===== config.mk =====
export PLATFORM = sky130hd
export DESIGN_NAME = ucie_ctl_sb_arbiter_flat
export DESIGN_NICKNAME = d
export VERILOG_FILES = /design/src/rtl/ucie_ctl_sb_arbiter_if.sv /design/src/rtl/ucie_ctl_sb_arbiter.sv /design/src/flat_wrapper.sv
export SDC_FILE = /design/constraint.sdc
export NUM_CORES = 1
export LEC_CHECK = 0
export BUFFER_PORTS_ARGS = -buffer_cell sky130_fd_sc_hd__clkbuf_2
export CAP_MARGIN = 20
export CORE_MARGIN = 1.5
export CORE_UTILIZATION = 40
export CTS_CLUSTER_SIZE = 25
export DETAILED_ROUTE_END_ITERATION = 12
export PLACE_DENSITY = 0.67
export REMOVE_ABC_BUFFERS = 1
export SYNTH_ARGS = -nofsm -noshare
export SYNTH_HDL_FRONTEND = slang
export SYNTH_SLANG_ARGS = --single-unit

===== constraint.sdc =====
create_clock -name i_clk -period 4.62 [get_ports i_clk]
set_clock_uncertainty 0.05 [all_clocks]
set_input_delay 0.693 -clock i_clk [delete_from_list [all_inputs] [get_ports i_clk]]
set_output_delay 0.693 -clock i_clk [all_outputs]
set_load 0.005 [all_outputs]

===== src/rtl/ucie_ctl_sb_arbiter_if.sv =====
// Request/issue bundle between the CNTL-side requesters and the sideband
// arbiter. Requesters drive the master side; the arbiter is the slave.
interface ucie_ctl_sb_arbiter_if;
  // Handshake: a requester raises i_req[k] and holds its decode/data stable
  // until it sees o_ack[k]. o_ack[k] is a one-cycle pulse that always
  // coincides with o_sb_lp_valid, and the issued decode/payload are the values
  // captured at grant time. Dropping i_req[k] before the grant withdraws the
  // request. i_sb_busy_flag is the sideband's back-pressure; the arbiter never
  // grants while it is high.
  logic [2:0]  i_req;
  logic [14:0] i_req_decode;
  logic [95:0] i_req_data;
  logic [2:0]  o_ack;
  logic        i_sb_busy_flag;
  logic        o_sb_lp_valid;
  logic [4:0]  o_sb_lp_decode;
  logic [31:0] o_sb_lp_adv_cap_val;
  logic        o_timeout;
  logic [1:0]  dbg_state;

  modport master (
    output i_req, i_req_decode, i_req_data, i_sb_busy_flag,
    input  o_ack, o_sb_lp_valid, o_sb_lp_decode, o_sb_lp_adv_cap_val,
    input  o_timeout, dbg_state
  );

  modport slave (
    input  i_req, i_req_decode, i_req_data, i_sb_busy_flag,
    output o_ack, o_sb_lp_valid, o_sb_lp_decode, o_sb_lp_adv_cap_val,
    output o_timeout, dbg_state
  );
endinterface


===== src/rtl/ucie_ctl_sb_arbiter.sv =====
// Round-robin arbiter that serialises three CNTL message sources onto the
// sideband transmitter, tracking its busy flag and timing out a stuck sideband.
module ucie_ctl_sb_arbiter #(
  parameter int unsigned TIMEOUT_CYCLES = 1024
) (
  input  logic                   i_clk,
  input  logic                   i_rst_n,
  ucie_ctl_sb_arbiter_if.slave   sb
);

  typedef enum logic [1:0] {
    IDLE      = 2'd0,
    ISSUE     = 2'd1,
    WAIT_BUSY = 2'd2,
    WAIT_DONE = 2'd3
  } state_t;

  localparam logic [15:0] CNT_LAST = 16'(TIMEOUT_CYCLES - 1);

  state_t      state;
  logic [1:0]  ptr;
  logic [1:0]  grant;
  logic [15:0] cnt;

  logic [2:0]  req_rot;
  logic [1:0]  win;
  logic [4:0]  win_decode;
  logic [31:0] win_data;
  logic        grant_ok;

  function automatic logic [1:0] next_idx(input logic [1:0] p);
    return (p == 2'd2) ? 2'd0 : p + 2'd1;
  endfunction

  // req_rot[i] is the request of requester (ptr+i) mod 3, so bit 0 has priority.
  always_comb begin
    req_rot = sb.i_req;
    case (ptr)
      2'd1:    req_rot = {sb.i_req[0], sb.i_req[2], sb.i_req[1]};
      2'd2:    req_rot = {sb.i_req[1], sb.i_req[0], sb.i_req[2]};
      default: req_rot = sb.i_req;
    endcase
  end

  always_comb begin
    win = next_idx(next_idx(ptr));
    if (req_rot[0]) begin
      win = ptr;
    end else if (req_rot[1]) begin
      win = next_idx(ptr);
    end
  end

  always_comb begin
    win_decode = sb.i_req_decode[4:0];
    win_data   = sb.i_req_data[31:0];
    case (win)
      2'd1: begin
        win_decode = sb.i_req_decode[9:5];
        win_data   = sb.i_req_data[63:32];
      end
      2'd2: begin
        win_decode = sb.i_req_decode[14:10];
        win_data   = sb.i_req_data[95:64];
      end
      default: begin
        win_decode = sb.i_req_decode[4:0];
        win_data   = sb.i_req_data[31:0];
      end
    endcase
  end

  assign grant_ok = (|sb.i_req) && !sb.i_sb_busy_flag;

  // Outputs are registered: the grant edge loads valid/ack/decode/payload
  // together, so the ISSUE cycle is exactly the cycle the message is visible.
  always_ff @(posedge i_clk or negedge i_rst_n) begin
    if (!i_rst_n) begin
      state                  <= IDLE;
      ptr                    <= 2'd0;
      grant                  <= 2'd0;
      cnt                    <= 16'd0;
      sb.o_sb_lp_valid       <= 1'b0;
      sb.o_ack               <= 3'b000;
      sb.o_timeout           <= 1'b0;
      sb.o_sb_lp_decode      <= 5'd0;
      sb.o_sb_lp_adv_cap_val <= 32'd0;
    end else begin
      sb.o_sb_lp_valid <= 1'b0;
      sb.o_ack         <= 3'b000;
      sb.o_timeout     <= 1'b0;
      case (state)
        IDLE: begin
          if (grant_ok) begin
            grant                  <= win;
            sb.o_sb_lp_decode      <= win_decode;
            sb.o_sb_lp_adv_cap_val <= win_data;
            sb.o_sb_lp_valid       <= 1'b1;
            sb.o_ack               <= 3'b001 << win;
            state                  <= ISSUE;
          end
        end
        ISSUE: begin
          ptr   <= next_idx(grant);
          cnt   <= 16'd0;
          state <= WAIT_BUSY;
        end
        WAIT_BUSY: begin
          // No busy in the cycle after issue means the sideband took it.
          if (sb.i_sb_busy_flag) begin
            cnt   <= 16'd0;
            state <= WAIT_DONE;
          end else begin
            state <= IDLE;
          end
        end
        WAIT_DONE: begin
          if (!sb.i_sb_busy_flag) begin
            state <= IDLE;
          end else if (cnt >= CNT_LAST) begin
            sb.o_timeout <= 1'b1;
            state        <= IDLE;
          end else if (cnt != 16'hFFFF) begin
            cnt <= cnt + 16'd1;
          end
        end
        default: state <= IDLE;
      endcase
    end
  end

  assign sb.dbg_state = state;

endmodule


===== src/flat_wrapper.sv =====
// flat-port wrapper written by rule: the top's interface ports become plain ports
module ucie_ctl_sb_arbiter_flat 
#(
  parameter int unsigned TIMEOUT_CYCLES = 1024
)
  (i_clk, i_rst_n, sb_i_req, sb_i_req_decode, sb_i_req_data, sb_i_sb_busy_flag, sb_o_ack, sb_o_sb_lp_valid, sb_o_sb_lp_decode, sb_o_sb_lp_adv_cap_val, sb_o_timeout, sb_dbg_state);
  ucie_ctl_sb_arbiter_if sb_i ();
  input  logic i_clk;
  input  logic i_rst_n;
  input wire logic [$bits(sb_i.i_req)-1:0] sb_i_req;
  input wire logic [$bits(sb_i.i_req_decode)-1:0] sb_i_req_decode;
  input wire logic [$bits(sb_i.i_req_data)-1:0] sb_i_req_data;
  input wire logic [$bits(sb_i.i_sb_busy_flag)-1:0] sb_i_sb_busy_flag;
  output wire logic [$bits(sb_i.o_ack)-1:0] sb_o_ack;
  output wire logic [$bits(sb_i.o_sb_lp_valid)-1:0] sb_o_sb_lp_valid;
  output wire logic [$bits(sb_i.o_sb_lp_decode)-1:0] sb_o_sb_lp_decode;
  output wire logic [$bits(sb_i.o_sb_lp_adv_cap_val)-1:0] sb_o_sb_lp_adv_cap_val;
  output wire logic [$bits(sb_i.o_timeout)-1:0] sb_o_timeout;
  output wire logic [$bits(sb_i.dbg_state)-1:0] sb_dbg_state;
  assign sb_i.i_req = sb_i_req;
  assign sb_i.i_req_decode = sb_i_req_decode;
  assign sb_i.i_req_data = sb_i_req_data;
  assign sb_i.i_sb_busy_flag = sb_i_sb_busy_flag;
  assign sb_o_ack = sb_i.o_ack;
  assign sb_o_sb_lp_valid = sb_i.o_sb_lp_valid;
  assign sb_o_sb_lp_decode = sb_i.o_sb_lp_decode;
  assign sb_o_sb_lp_adv_cap_val = sb_i.o_sb_lp_adv_cap_val;
  assign sb_o_timeout = sb_i.o_timeout;
  assign sb_dbg_state = sb_i.dbg_state;
  ucie_ctl_sb_arbiter #(.TIMEOUT_CYCLES(TIMEOUT_CYCLES)) u_core (.i_clk(i_clk), .i_rst_n(i_rst_n), .sb(sb_i));
endmodule

### After elaboration in Yosys (flattened, before gate mapping)

Cells that the tools add are included.

| word-level totals | value |
|---|---|
| word-level logic and storage cells | 64 |
| register bits | 64 |

| operators by class | value |
|---|---|
| muxes and demuxes | 25 |
| shifts and indexed selects | 1 |
| reduce and logical (&&, ||, !) cells | 8 |
| order comparisons | 1 |
| equal/unequal tests | 16 |
| add/sub/neg operators | 4 |

Operator list:

| operator | count |
|---|---|
| $mux 16 | 4 |
| $pmux 32 s2 | 1 |
| $pmux 16 s3 | 1 |
| $mux 2 | 9 |
| $add 16x1->16 const B | 1 |
| $ge 16x10->1 const B | 1 |
| $ne 16x16->1 const B | 1 |
| $eq 2x2->1 const B | 6 |
| $pmux 5 s2 | 1 |
| $pmux 2 s4 | 1 |
| $add 2x1->2 const B | 3 |
| $eq 2x1->1 const B | 3 |
| $mux 3 | 2 |
| $ne 2x2->1 const B | 3 |
| $mux 1 | 5 |
| $reduce_and 5->1 | 1 |
| $ne 2x1->1 const B | 2 |
| $pmux 2 s2 | 1 |
| $reduce_and 2->1 | 2 |
| $ne 3x2->1 const B | 1 |
| $reduce_bool 3->1 | 1 |
| $reduce_or 3->1 | 1 |
| $shl 1x2->3 const A | 1 |
| $logic_not 2->1 | 1 |
| other kinds (2) | 2 |

### Longest topological paths before layout

| depth | value |
|---|---|
| word-level depth | 9 |
| depth in mapped cells | 14 |
| gate-level depth less buffers | 11 |

### Worst setup path before layout

OpenSTA, ideal clock, no wires.

| path | value |
|---|---|
| path type | flip-flop to flip-flop |
| start | reg u_core.ptr[0] |
| end | reg u_core.sb.o_sb_lp_adv_cap_val[20] |
| buffers on the path | 3 |
| data arrival time | 2.556 ns |
| cell stages (with the launch flop) | 15 |
| clock period less this slack | 2.689 ns |
| slack | 1.931 ns |
| library setup time | 0.083 ns |
| data required time | 4.487 ns |
| path through | dfrtp_1 -> inv_1 -> ha_1 -> clkbuf_1 -> nor2_1 -> a21o_1 -> a31o_2 -> inv_1 -> ha_1 -> clkbuf_1 -> clkbuf_1 -> a22oi_1 -> nand2_1 -> o21ai_0 -> o21ai_0 |

| between the ends | value |
|---|---|
| longest elaborated chain between the ends | 8 |

Ends and longest elaborated chain:

| element | line | RTL |
|---|---|---|
| from (decl) | ucie_ctl_sb_arbiter.sv:21 | `logic [1:0] ptr;` |
| from (signal assigned) | ucie_ctl_sb_arbiter.sv:104 | `ptr <= next_idx(grant);` |
| $add 2x1->2 or $eq 2x2->1 (tied branches) | ucie_ctl_sb_arbiter.sv:32, ucie_ctl_sb_arbiter.sv:38 |  |
| $mux 2 | ucie_ctl_sb_arbiter.sv:32 | `return (p == 2'd2) ? 2'd0 : p + 2'd1;` |
| $add 2x1->2 or $eq 2x2->1 (tied branches) | ucie_ctl_sb_arbiter.sv:32 |  |
| $mux 2 | ucie_ctl_sb_arbiter.sv:32 |  |
| $mux 2 | ucie_ctl_sb_arbiter.sv:49 | `end else if (req_rot[1]) begin` |
| $mux 2 * | ucie_ctl_sb_arbiter.sv:47 | `if (req_rot[0]) begin` |
| named net u_core.win[1] | ucie_ctl_sb_arbiter.sv:26 | `logic [1:0] win;` |
| $eq 2x2->1 or $eq 2x1->1 (tied branches) | ucie_ctl_sb_arbiter.sv:57 | `case (win)` |
| $pmux 32 s2 * | ucie_ctl_sb_arbiter.sv:57 |  |
| to (signal assigned) | ucie_ctl_sb_arbiter.sv:97 | `sb.o_sb_lp_adv_cap_val <= win_data;` |
| to (decl) | ucie_ctl_sb_arbiter_if.sv:29 | `output o_ack, o_sb_lp_valid, o_sb_lp_decode, o_sb_lp_adv_cap_val,` |

The timed path passes the listed nets; every way through them passes the cells marked *.
A chain may end at the register's enable or synchronous reset.

### Final worst setup path

| path | value |
|---|---|
| start | reg u_core.ptr[0] |
| end | reg u_core.sb.o_sb_lp_adv_cap_val[3] |

| between the ends | value |
|---|---|
| longest elaborated chain between the ends | 8 |

Ends and longest elaborated chain:

| element | line |
|---|---|
| $add 2x1->2 or $eq 2x2->1 (tied branches) | ucie_ctl_sb_arbiter.sv:32, ucie_ctl_sb_arbiter.sv:38 |
| $mux 2 | ucie_ctl_sb_arbiter.sv:32 |
| $add 2x1->2 or $eq 2x2->1 (tied branches) | ucie_ctl_sb_arbiter.sv:32 |
| $mux 2 | ucie_ctl_sb_arbiter.sv:32 |
| $mux 2 | ucie_ctl_sb_arbiter.sv:49 |
| $mux 2 * | ucie_ctl_sb_arbiter.sv:47 |
| $eq 2x2->1 or $eq 2x1->1 (tied branches) | ucie_ctl_sb_arbiter.sv:57 |
| $pmux 32 s2 * | ucie_ctl_sb_arbiter.sv:57 |

Every way passes the cells marked *; elsewhere a longest branch is shown, timed or not.

==> flow_metrics.py <==
metrics = {
    "layout": {
        "ff_latch_area_sq_um": 1600,
        "fin_nets": 688,
        "multi_input_area_sq_um": 1790,
        "area_delta_synth_final_pct": 30.2,
        "drive_gt1_share_pct": 33.0,
        "fin_cells": 675,
        "final_cell_mix": "clkbuf_2 (159), o21ai_0 (90), nand2_1 (89)",
        "antenna-diode-count": 0,
        "fin_area_sq_um": 4610,
        "mostFrequentLayoutCell": "clkbuf_2",
        "final_util_pct": 53.3,
        "nFillCells": 833,
    },
    "logic_synthesis": {
        "synth_edf_count": 0,
        "synth_mux_area_share_pct": 0,
        "synth_compound_area_share_pct": 27.1,
        "synth_top_cell_by_area": "dfrtp_1",
        "ys_async_sr_fraction_pct": 100,
        "synth_seq_cells": 64,
        "postSynthAreaPerCell_sq_um": 8.46,
        "synth-seq-area-share_pct": 45.3,
        "yosys.area.top_type_share_pct": 45.3,
        "synthTopCellsByArea": "dfrtp_1 (45%), o21ai_0 (13%), nand2_1 (9.4%)",
        "synth-xor-area-share_pct": 0,
        "synthCells": 418,
        "netlist_area_sq_um": 3540,
        "synth_cell_types": 42,
        "synth-simple-area-share_pct": 20.6,
        "yosys_warnings": 0,
        "synth_top_family_by_area": "compound AO/OA/AOI/OAI gates",
        "synthFlopType": "dfrtp_1",
        "synth_fa_ha_area_share_pct": 2.83,
    },
    "setup_path": {
        "crit_path_cell_trace": "inv_1 -> ha_1 -> nor2_1 -> a21o_1 -> a31o_2 -> ha_2 -> o21ai_0 -> o21ai_0",
        "regToRegStartpoint": "u_core.ptr[0]",
        "crit_top_cell": "o21ai_0",
        "worst_ep_arrival_time_ns": 3.32,
        "max_stage_delay_ns": 1.01,
        "worst-path-max-fanout": 74,
        "crit_path_start": "u_core.ptr[0]",
        "cpMaxStageDelayCell": "ha_2",
        "end_kind": "flop",
        "crit_required_ns": 4.82,
        "start_kind": "flop",
        "worstSetupPathType": "flop to flop",
    },
    "floorplanning": {
        "die-area_sq_um": 9420,
        "initial_core_util_pct": 41.0,
        "placementRows": 34,
        "core_area_sq_um": 8640,
        "die_w_um": 97.0,
        "ios": 161,
        "die_h_um": 97.0,
    },
    "place": {
        "io_buffers": 160,
        "gp_congestion": 0.840,
        "dpl_cell_area_sq_um": 4380,
        "place_inst": 658,
        "place_ws_ns": 1.29,
        "place_hpwl_um": 7290,
    },
    "clock_network": {
        "clk_pin_slew_worst_paths_ns": 0.07,
        "clockBufferDepth": 2,
        "cts_resized": 0,
        "cts_buffers": 9,
        "cts.sinks": 64,
        "worst_skew_pair.late_latency_ns": 0.34,
        "cts_max_level": 3,
        "hold_buffers": 0,
        "post_cts.repair.setup_buffers": 0,
        "cts_tree": "built",
        "root_buffer": "clkbuf_8",
    },
    "timing": {
        "fin_ws_ns": 1.49,
        "hold_ws_ns": 0.333,
        "rsz0062_at_grt": "no",
        "fmax_ghz": 0.320,
        "finalHoldViolCount": 0,
        "finalCritPeriodShare_pct": 67.7,
        "period_needed_ns": 3.13,
        "maxSlewHeadroom_pct": 30.9,
        "slew_viol_final": 0,
        "setup_tns_ns": 0,
        "finalSetupViolCount": 0,
        "tightest_slew_ns": 1.04,
    },
    "power_and_ir_drop": {
        "p_leak_nw": 2.30,
        "p_int_mw": 1.96,
        "combinationalPowerShare_pct": 64.2,
        "pwr-share-seq_pct": 23.4,
        "p_sw_share_pct": 48.4,
        "power_density_nw_per_um2": 824,
        "power.total_mw": 3.80,
        "p_clk_share_pct": 12.4,
        "power.net_switching_mw": 1.84,
        "max-vdd-ir-drop_v": 0.000598,
    },
    "flow_run": {
        "cap_violations": 0,
    },
    "routing": {
        "avgViaCountPerCell": 5.28,
        "ant_nets": 0,
        "wl_per_cell_um": 14.7,
        "drt_wl_total_um": 9900,
        "drt_iter0_drc": 152,
        "vias": 3565,
        "firstDrtPassIters": 4,
        "drc_errors": 0,
    },
    "grt": {
        "first_global_vias": 3443,
        "gr-usage-all-layers_pct": 21.9,
        "grt_overflow_total": 0,
        "grt_pass1_wl_um": 16700,
        "grt_max_degree": 80,
        "antenna_found_initial": 0,
    },
    "worst_hold_path": {
        "min_path_type": "input pin to asynchronous set/reset pin",
    },
    "status": {
        "status": "complete, no violations",
    },
}
==> Yosys cell counts (2+ instances only) <==
library cell	n
nand3_1	9
a21oi_1	2
nor3b_1	2
nand2_1	89
a211oi_1	2
or4_1	4
o311ai_0	5
a22oi_1	39
a31o_2	2
and2_1	8
inv_1	7
nand3b_1	5
o21ai_1	2
nand4_1	3
o211ai_1	8
ha_1	8
o21a_1	3
nor2b_1	4
nor2_1	4
nor3_1	4
nor4_1	4
nand2b_1	4
clkbuf_1	28
dfrtp_1	64
o21ai_0	90
buf_1	2
==> power groups by stage <==
stage / Combinational, mW / Sequential (mW) / Clock, mW
6_report: 2.44 / 0.888 / 0.472
4_1_cts: 2.40 / 0.890 / 0.489
2_1_floorplan: 1.64 / 0.887 / 0
5_1_grt: 2.83 / 0.916 / 0.513
3_5_place_dp: 2.40 / 0.896 / 0
3_3_place_gp: 2.34 / 0.888 / 0
==> flip-flops by register name, indices dropped and copies added, names as in the netlist <==
signal and count:
u_core.cnt 16, u_core.grant 2, u_core.ptr 2, u_core.sb.dbg_state 2
u_core.sb.o_ack 3, u_core.sb.o_sb_lp_adv_cap_val 32, u_core.sb.o_sb_lp_decode 5, u_core.sb.o_sb_lp_valid 1
u_core.sb.o_timeout 1
==> layer usage <==
metal / global-route usage, % / vias to the layer above / share of wire (%)
li1: - / 1803 / -
met3: 4.34 / 20 / 5.4
met4: 10.1 / 0 / 2.9
met1: 26.7 / 1628 / 41
met2: 37.2 / 114 / 51
met5: 0 / - / 0
==> final timing paths <==
path	to	cells after the start	slack, ns
max	u_core.sb.o_sb_lp_adv_cap_val[3]	8	1.49
min	u_core.ptr[0]	1	0.33
max reg2reg	u_core.sb.o_sb_lp_adv_cap_val[3]	8	1.49
min reg2reg	u_core.sb.o_sb_lp_adv_cap_val[8]	2	0.43
max in group asynchronous	u_core.sb.o_sb_lp_adv_cap_val[26]	2	3.27
min in group i_clk	u_core.sb.o_sb_lp_adv_cap_val[8]	2	0.43
==> worst max-delay path, delay by kind of cell (launching register included) <==
family                   cells  cell delay, ns
adder cells (fa/ha/maj)      2            1.41
AO/OA/AOI/OAI                4            0.94
buffers and inverters        1            0.09
flip-flops                   1            0.42
AND/OR/NAND/NOR              1            0.10
==> logic make-up (layout without fill, tap and decap cells) <==
family          Yosys count  after routing
buf+inv                  38            187
simple gates            150            150
fa+ha+maj                 8              8
flops                    64             64
compound gates          158            158
==> final cells by class <==
cell class                 count  area share [%]
inverter                       7           0.570
multi-input combinational    316            38.8
timing repair buffer         165            18.8
sequential                    64            34.8
tap                          108            2.93
clock inverter                 4           0.978
clock buffer                  11            3.07
Note: power is estimated with default switching activity, not from simulation.
